### src/rtl/div_pkg.sv
// Shared types, constant test vectors and expected results for the divider initiator.
package div_pkg;

  typedef enum logic [2:0] {
    StIdle,
    StLoad,
    StStart,
    StWaitDone,
    StAck,
    StWaitLow,
    StFinish
  } div_state_e;

  typedef struct packed {
    logic [3:0] x;
    logic [3:0] y;
  } div_operands_t;

  typedef struct packed {
    logic [3:0] q;
    logic [3:0] r;
  } div_result_t;

  localparam int unsigned MaxTests       = 4;
  localparam int unsigned DefaultTimeout = 40;

  function automatic div_operands_t vec_operands(logic [1:0] idx);
    case (idx)
      2'd0:    return '{x: 4'd15, y: 4'd2};
      2'd1:    return '{x: 4'd5,  y: 4'd8};
      2'd2:    return '{x: 4'd11, y: 4'd3};
      default: return '{x: 4'd15, y: 4'd1};
    endcase
  endfunction

  function automatic div_result_t vec_expected(logic [1:0] idx);
    case (idx)
      2'd0:    return '{q: 4'd7,  r: 4'd1};
      2'd1:    return '{q: 4'd0,  r: 4'd5};
      2'd2:    return '{q: 4'd3,  r: 4'd2};
      default: return '{q: 4'd15, r: 4'd0};
    endcase
  endfunction

  function automatic logic [2:0] sat_inc(logic [2:0] val);
    return (val == 3'd7) ? val : val + 3'd1;
  endfunction

endpackage

### src/rtl/div_result_checker.sv
// Compares the registered divider result with the expected entry; pulses on mismatch.
module div_result_checker
  import div_pkg::*;
(
  input  logic        check_i,
  input  div_result_t actual_i,
  input  div_result_t expected_i,
  output logic        mismatch_o
);

  assign mismatch_o = check_i && (actual_i != expected_i);

endmodule

### src/rtl/div_initiator.sv
// Drives the constant vector table into an external divider and counts bad results/timeouts.
module div_initiator
  import div_pkg::*;
#(
  parameter int unsigned NUM_TESTS      = 4,
  parameter int unsigned TIMEOUT_CYCLES = DefaultTimeout
) (
  input  logic       Clk,
  input  logic       Reset,
  input  logic       Go,
  input  logic       Done,
  input  logic [3:0] Quotient,
  input  logic [3:0] Remainder,
  output logic [3:0] Xin,
  output logic [3:0] Yin,
  output logic       Start,
  output logic       Ack,
  output logic       Busy,
  output logic       Finished,
  output logic [2:0] ErrCnt,
  output logic [1:0] TestIdx,
  output logic       TimedOut
);

  localparam int unsigned     TmoW    = $clog2(TIMEOUT_CYCLES + 1);
  localparam logic [1:0]      LastIdx = 2'(NUM_TESTS - 1);
  localparam logic [TmoW-1:0] TmoLast = TmoW'(TIMEOUT_CYCLES - 1);

  div_state_e      state_q;
  logic [TmoW-1:0] tmo_cnt_q;
  div_result_t     result_q;
  div_operands_t   opnd_q;
  logic            start_q, ack_q, busy_q, finished_q, timed_out_q;
  logic [2:0]      err_cnt_q;
  logic [1:0]      test_idx_q;
  logic            mismatch;

  div_result_checker u_checker (
    .check_i    (state_q == StAck),
    .actual_i   (result_q),
    .expected_i (vec_expected(test_idx_q)),
    .mismatch_o (mismatch)
  );

  always_ff @(posedge Clk) begin
    if (Reset) begin
      state_q     <= StIdle;
      tmo_cnt_q   <= '0;
      result_q    <= '0;
      opnd_q      <= '0;
      start_q     <= 1'b0;
      ack_q       <= 1'b0;
      busy_q      <= 1'b0;
      finished_q  <= 1'b0;
      timed_out_q <= 1'b0;
      err_cnt_q   <= '0;
      test_idx_q  <= '0;
    end else begin
      start_q <= 1'b0;
      ack_q   <= 1'b0;
      unique case (state_q)
        StIdle, StFinish: begin
          if (Go) begin
            err_cnt_q   <= '0;
            timed_out_q <= 1'b0;
            test_idx_q  <= '0;
            opnd_q      <= vec_operands(2'd0);
            busy_q      <= 1'b1;
            finished_q  <= 1'b0;
            state_q     <= StLoad;
          end
        end
        StLoad: begin
          start_q <= 1'b1;
          state_q <= StStart;
        end
        StStart: begin
          tmo_cnt_q <= '0;
          state_q   <= StWaitDone;
        end
        StWaitDone: begin
          if (Done) begin
            result_q <= '{q: Quotient, r: Remainder};
            ack_q    <= 1'b1;
            state_q  <= StAck;
          end else if (tmo_cnt_q == TmoLast) begin
            timed_out_q <= 1'b1;
            err_cnt_q   <= sat_inc(err_cnt_q);
            busy_q      <= 1'b0;
            finished_q  <= 1'b1;
            state_q     <= StFinish;
          end else begin
            tmo_cnt_q <= tmo_cnt_q + 1'b1;
          end
        end
        StAck: begin
          if (mismatch) err_cnt_q <= sat_inc(err_cnt_q);
          tmo_cnt_q <= '0;
          state_q   <= StWaitLow;
        end
        StWaitLow: begin
          // Operands must not change until the divider has released Done.
          if (!Done) begin
            if (test_idx_q == LastIdx) begin
              busy_q     <= 1'b0;
              finished_q <= 1'b1;
              state_q    <= StFinish;
            end else begin
              test_idx_q <= test_idx_q + 2'd1;
              opnd_q     <= vec_operands(test_idx_q + 2'd1);
              state_q    <= StLoad;
            end
          end else if (tmo_cnt_q == TmoLast) begin
            timed_out_q <= 1'b1;
            err_cnt_q   <= sat_inc(err_cnt_q);
            busy_q      <= 1'b0;
            finished_q  <= 1'b1;
            state_q     <= StFinish;
          end else begin
            tmo_cnt_q <= tmo_cnt_q + 1'b1;
          end
        end
        default: state_q <= StIdle;
      endcase
    end
  end

  assign Xin      = opnd_q.x;
  assign Yin      = opnd_q.y;
  assign Start    = start_q;
  assign Ack      = ack_q;
  assign Busy     = busy_q;
  assign Finished = finished_q;
  assign ErrCnt   = err_cnt_q;
  assign TestIdx  = test_idx_q;
  assign TimedOut = timed_out_q;

endmodule
### config.mk
export PLATFORM = sky130hd
export DESIGN_NAME = div_initiator
export DESIGN_NICKNAME = d
export VERILOG_FILES = /design/src/rtl/div_pkg.sv /design/src/rtl/div_result_checker.sv /design/src/rtl/div_initiator.sv
export SDC_FILE = /design/constraint.sdc
export NUM_CORES = 1
export LEC_CHECK = 0
export CAP_MARGIN = 20
export CORE_MARGIN = 2
export CORE_UTILIZATION = 35
export CTS_CLUSTER_DIAMETER = 80
export DETAILED_ROUTE_END_ITERATION = 8
export DONT_BUFFER_PORTS = 1
export PLACE_DENSITY = 0.53
export SETUP_SLACK_MARGIN = 0.3
export SLEW_MARGIN = 20
export SYNTH_ARGS = -nofsm -noshare
export SYNTH_HDL_FRONTEND = slang
export SYNTH_SLANG_ARGS = --single-unit
### constraint.sdc
create_clock -name Clk -period 2.8 [get_ports Clk]
set_clock_uncertainty 0.2 [all_clocks]
set_input_delay 0.42 -clock Clk [delete_from_list [all_inputs] [get_ports Clk]]
set_output_delay 0.42 -clock Clk [all_outputs]
set_load 0.1 [all_outputs]
==> metrics.txt <==
# TYPE chip_impl_metric gauge
chip_impl_info{name="status",value="complete, no violations"} 1
chip_impl_metric{name="timing.critical_path.slowest_cell_delay",unit="ns"} 0.69
chip_impl_metric{name="detailedPlacementHpwl",unit="µm"} 2700
chip_impl_metric{name="antenna_cells_inserted",unit=""} 0
chip_impl_info{name="crit_chain",value="and2b_1, nand2_2, nor4_4, a211oi_4, mux2_4"} 1
chip_impl_metric{name="post_cts_resized",unit=""} 0
chip_impl_metric{name="synth.mux.area_fraction",unit="%"} 2.43
chip_impl_metric{name="timing.final.setup_violations",unit=""} 0
chip_impl_metric{name="synth-adder-area-share",unit="%"} 6.76
chip_impl_metric{name="fp.dieArea",unit="mm²"} 0.00589
chip_impl_metric{name="mappedNetlistArea",unit="mm²"} 0.00185
chip_impl_metric{name="min_period",unit="ns"} 2.21
chip_impl_metric{name="power_per_cell_area",unit="mW/mm²"} 565
chip_impl_metric{name="grt_use_total",unit="%"} 14.2
chip_impl_metric{name="f_max",unit="MHz"} 452
chip_impl_metric{name="grt_start_max_net_pins",unit=""} 23
chip_impl_metric{name="core_region_area",unit="mm²"} 0.00511
chip_impl_metric{name="number_of_nets_in_the_layout",unit=""} 247
chip_impl_metric{name="pre_cts_ws",unit="ns"} 0.620
chip_impl_metric{name="post-route-util",unit="%"} 40.0
chip_impl_info{name="dominant_combinational_cell_family_by_area_after_synthesis",value="simple AND/OR/NAND/NOR gates"} 1
chip_impl_metric{name="power.ir.vdd_worst",unit="µV"} 421
chip_impl_info{name="hold_path_class",value="input port to register"} 1
chip_impl_metric{name="drv_cap",unit=""} 0
chip_impl_info{name="startpoint_type",value="register"} 1
chip_impl_info{name="synth_top_flop_cell",value="dfxtp_1"} 1
chip_impl_info{name="mostFrequentLayoutCell",value="nor2_1"} 1
chip_impl_metric{name="timing.critical_path.arrival",unit="ns"} 2.20
chip_impl_metric{name="ctsHtreeMaxLevel",unit=""} 2
chip_impl_metric{name="clock_pin_slew_reported_for_the_worst_setup_and_hold_paths_after_clock_tree_synthesis",unit="ns"} 0.07
chip_impl_metric{name="layout-drive-gt1-share",unit="%"} 16.4
chip_impl_metric{name="post_drt_wl_per_cell",unit="µm"} 13.2
chip_impl_metric{name="rows",unit=""} 26
chip_impl_metric{name="start_util",unit="%"} 36.2
chip_impl_metric{name="syn2layout_area_growth",unit="%"} 10.4
chip_impl_metric{name="drt-initial-drc-count",unit=""} 142
chip_impl_metric{name="tritoncts.num_buffers",unit=""} 5
chip_impl_metric{name="post_cts_buffers",unit=""} 0
chip_impl_metric{name="clock_tree.buffer_depth",unit=""} 2
chip_impl_metric{name="seqCellArea",unit="µm²"} 647
chip_impl_metric{name="yosysWarnings",unit=""} 0
chip_impl_info{name="crit_family",value="flip-flops"} 1
chip_impl_metric{name="die-height",unit="µm"} 76.7
chip_impl_metric{name="report.final.slew_viol_count",unit=""} 0
chip_impl_metric{name="edff_count_synth",unit=""} 0
chip_impl_metric{name="ys_async_sr_fraction",unit="%"} 0
chip_impl_metric{name="worstSkewPairLatency",unit="ns"} 0.29
chip_impl_metric{name="antenna_found_initial",unit=""} 0
chip_impl_metric{name="drt_first_pass_iters",unit=""} 4
chip_impl_metric{name="placedInstanceArea",unit="mm²"} 0.00194
chip_impl_info{name="criticalPathCategory",value="register to register"} 1
chip_impl_metric{name="routed-via-count",unit=""} 1488
chip_impl_metric{name="ys_seq_elements",unit=""} 32
chip_impl_metric{name="tightestPinTransition",unit="ns"} 0.974
chip_impl_metric{name="drcViolationCount",unit=""} 0
chip_impl_metric{name="hold_viol_final",unit=""} 0
chip_impl_metric{name="die_w",unit="µm"} 76.7
chip_impl_metric{name="cts.sink_count",unit=""} 32
chip_impl_metric{name="routability_driven_placement_congestion_ratio",unit=""} 0.840
chip_impl_metric{name="postSynthNetCount",unit=""} 243
chip_impl_metric{name="synth_xor_xnor_area_share",unit="%"} 4.26
chip_impl_metric{name="ys_seq_area_share",unit="%"} 34.6
chip_impl_metric{name="final.setup.tns",unit="ns"} 0
chip_impl_metric{name="synth_cell_type_count",unit=""} 55
chip_impl_metric{name="io_pins",unit=""} 30
chip_impl_metric{name="grt_pass1_vias",unit=""} 1404
chip_impl_metric{name="leakage",unit="nW"} 0.807
chip_impl_metric{name="fin_area",unit="mm²"} 0.00204
chip_impl_info{name="clock-root-buffer",value="clkbuf_8"} 1
chip_impl_metric{name="synth_area_per_cell",unit="µm²"} 8.37
chip_impl_metric{name="synth_cells",unit=""} 221
chip_impl_metric{name="holdBufCountCts",unit=""} 1
chip_impl_metric{name="crit_path_max_fanout",unit=""} 21
chip_impl_metric{name="critPathBufInv",unit=""} 0
chip_impl_metric{name="multiInputGateArea",unit="mm²"} 0.00109
chip_impl_metric{name="fill_cells",unit=""} 547
chip_impl_info{name="crit_path_top_delay_cell",value="dfxtp_1"} 1
chip_impl_metric{name="required",unit="ns"} 2.78
chip_impl_metric{name="port_buffers",unit=""} 0
chip_impl_metric{name="via_per_inst",unit=""} 5.03
chip_impl_metric{name="global_route_wire_length_before_repair",unit="µm"} 6600
chip_impl_metric{name="final_ant_viol_nets",unit=""} 0
chip_impl_metric{name="layout_worst_path_cycle_share",unit="%"} 79.0
chip_impl_metric{name="postLayoutSetupSlackWorst",unit="ns"} 0.588
chip_impl_metric{name="totalPowerFinal",unit="W"} 0.00115
chip_impl_metric{name="yosys.area_share.simple",unit="%"} 28.1
chip_impl_metric{name="overflow",unit=""} 0
chip_impl_metric{name="totalWireLength",unit="µm"} 3910
chip_impl_info{name="rsz_0062_raised_after_global_routing",value="no"} 1
chip_impl_info{name="critPathCaptureType",value="register"} 1
chip_impl_info{name="clock_tree_from_tritoncts",value="yes"} 1
chip_impl_metric{name="slew-limit-headroom",unit="%"} 34.9
chip_impl_metric{name="synth-compound-area-share",unit="%"} 17.1
chip_impl_info{name="final_cell_mix",value="nor2_1, dfxtp_1, nand2_1, a21oi_1, buf_4"} 1
[stage by stage]
step | hold WS [ns] | std cells
floorplan | 0.236 | 221
global placement | 0.243 | 287
detailed placement | 0.245 | 287
CTS | 0.00212 | 296
global route | 0.0102 | 296
finish | 0.00651 | 296
[area by class of cell]
cell class	count	share of cell area (%)
clock inverters	2	0.490
well taps	70	4.29
repair buffers	14	5.27
clock buffers	6	4.04
flip-flops and latches	32	31.7
inverters	5	0.919
multi-input cells	167	53.3
[layer usage]
metal  track usage, %  vias up  routed length, µm
li1                 -      773                  -
met1             17.4      665               1770
met2             22.5       40               1820
met3             3.76       10                208
met4             7.82        0                103
met5                0        -                  0
[worst paths after layout]
path	start	endpoint	slack, ns	cells after the start
setup reg to reg	state_q[1]$_SDFFE_PP0N_	ErrCnt[0]$_SDFFE_PP0P_	0.59	5
hold reg to reg	result_q[3]$_SDFFE_PP0P_	result_q[3]$_SDFFE_PP0P_	0.26	2
setup / recovery	state_q[1]$_SDFFE_PP0N_	ErrCnt[0]$_SDFFE_PP0P_	0.59	5
hold / removal	Reset	state_q[0]$_SDFFE_PP0N_	0.007	1
[Yosys cell counts (2+ instances only)]
master	count	share of area [%]
a311oi_1	4	1.9
a21o_1	2	0.81
nand2_1	25	5.1
nand2b_1	5	1.7
o22ai_1	2	0.68
dfxtp_1	32	35
buf_2	3	0.81
nor2b_1	4	1.4
clkbuf_1	6	1.2
mux2i_1	3	1.6
nand3_1	7	1.9
nor2_1	28	5.7
nor4bb_1	2	1.1
or2_2	2	0.68
ha_1	10	6.8
buf_4	7	2.8
xnor2_1	7	3.3
inv_1	5	1.0
o21ai_0	3	0.81
nor3_1	5	1.4
and2_1	2	0.68
nor4_1	3	1.0
and3_1	3	1.0
o211ai_1	2	0.81
xor2_1	2	0.95
a21oi_1	18	4.9
[sequential cells by signal, summed over array words and instances (netlist names)]
name and flops:
Start 1, Yin 3, Finished 1, TimedOut 1, result_q 8, Ack 1, Xin 3, tmo_cnt_q 6
state_q 3, ErrCnt 3, TestIdx 1, Busy 1
[logic make-up after synthesis]
logic type      after synthesis
mux                           4
fa+ha+maj                    10
buf+inv                      22
xor+xnor                      9
simple gates                 97
other cells                   1
flops                        32
compound gates               46
[report_power, final]
part           switching, W  internal, W  leakage (nW)
clock              0.000177     0.000196        0.0510
combinational      0.000167    0.0000770         0.494
sequential        0.0000575     0.000480         0.263
total              0.000401     0.000753         0.807
(Power assumes the default switching activity.)
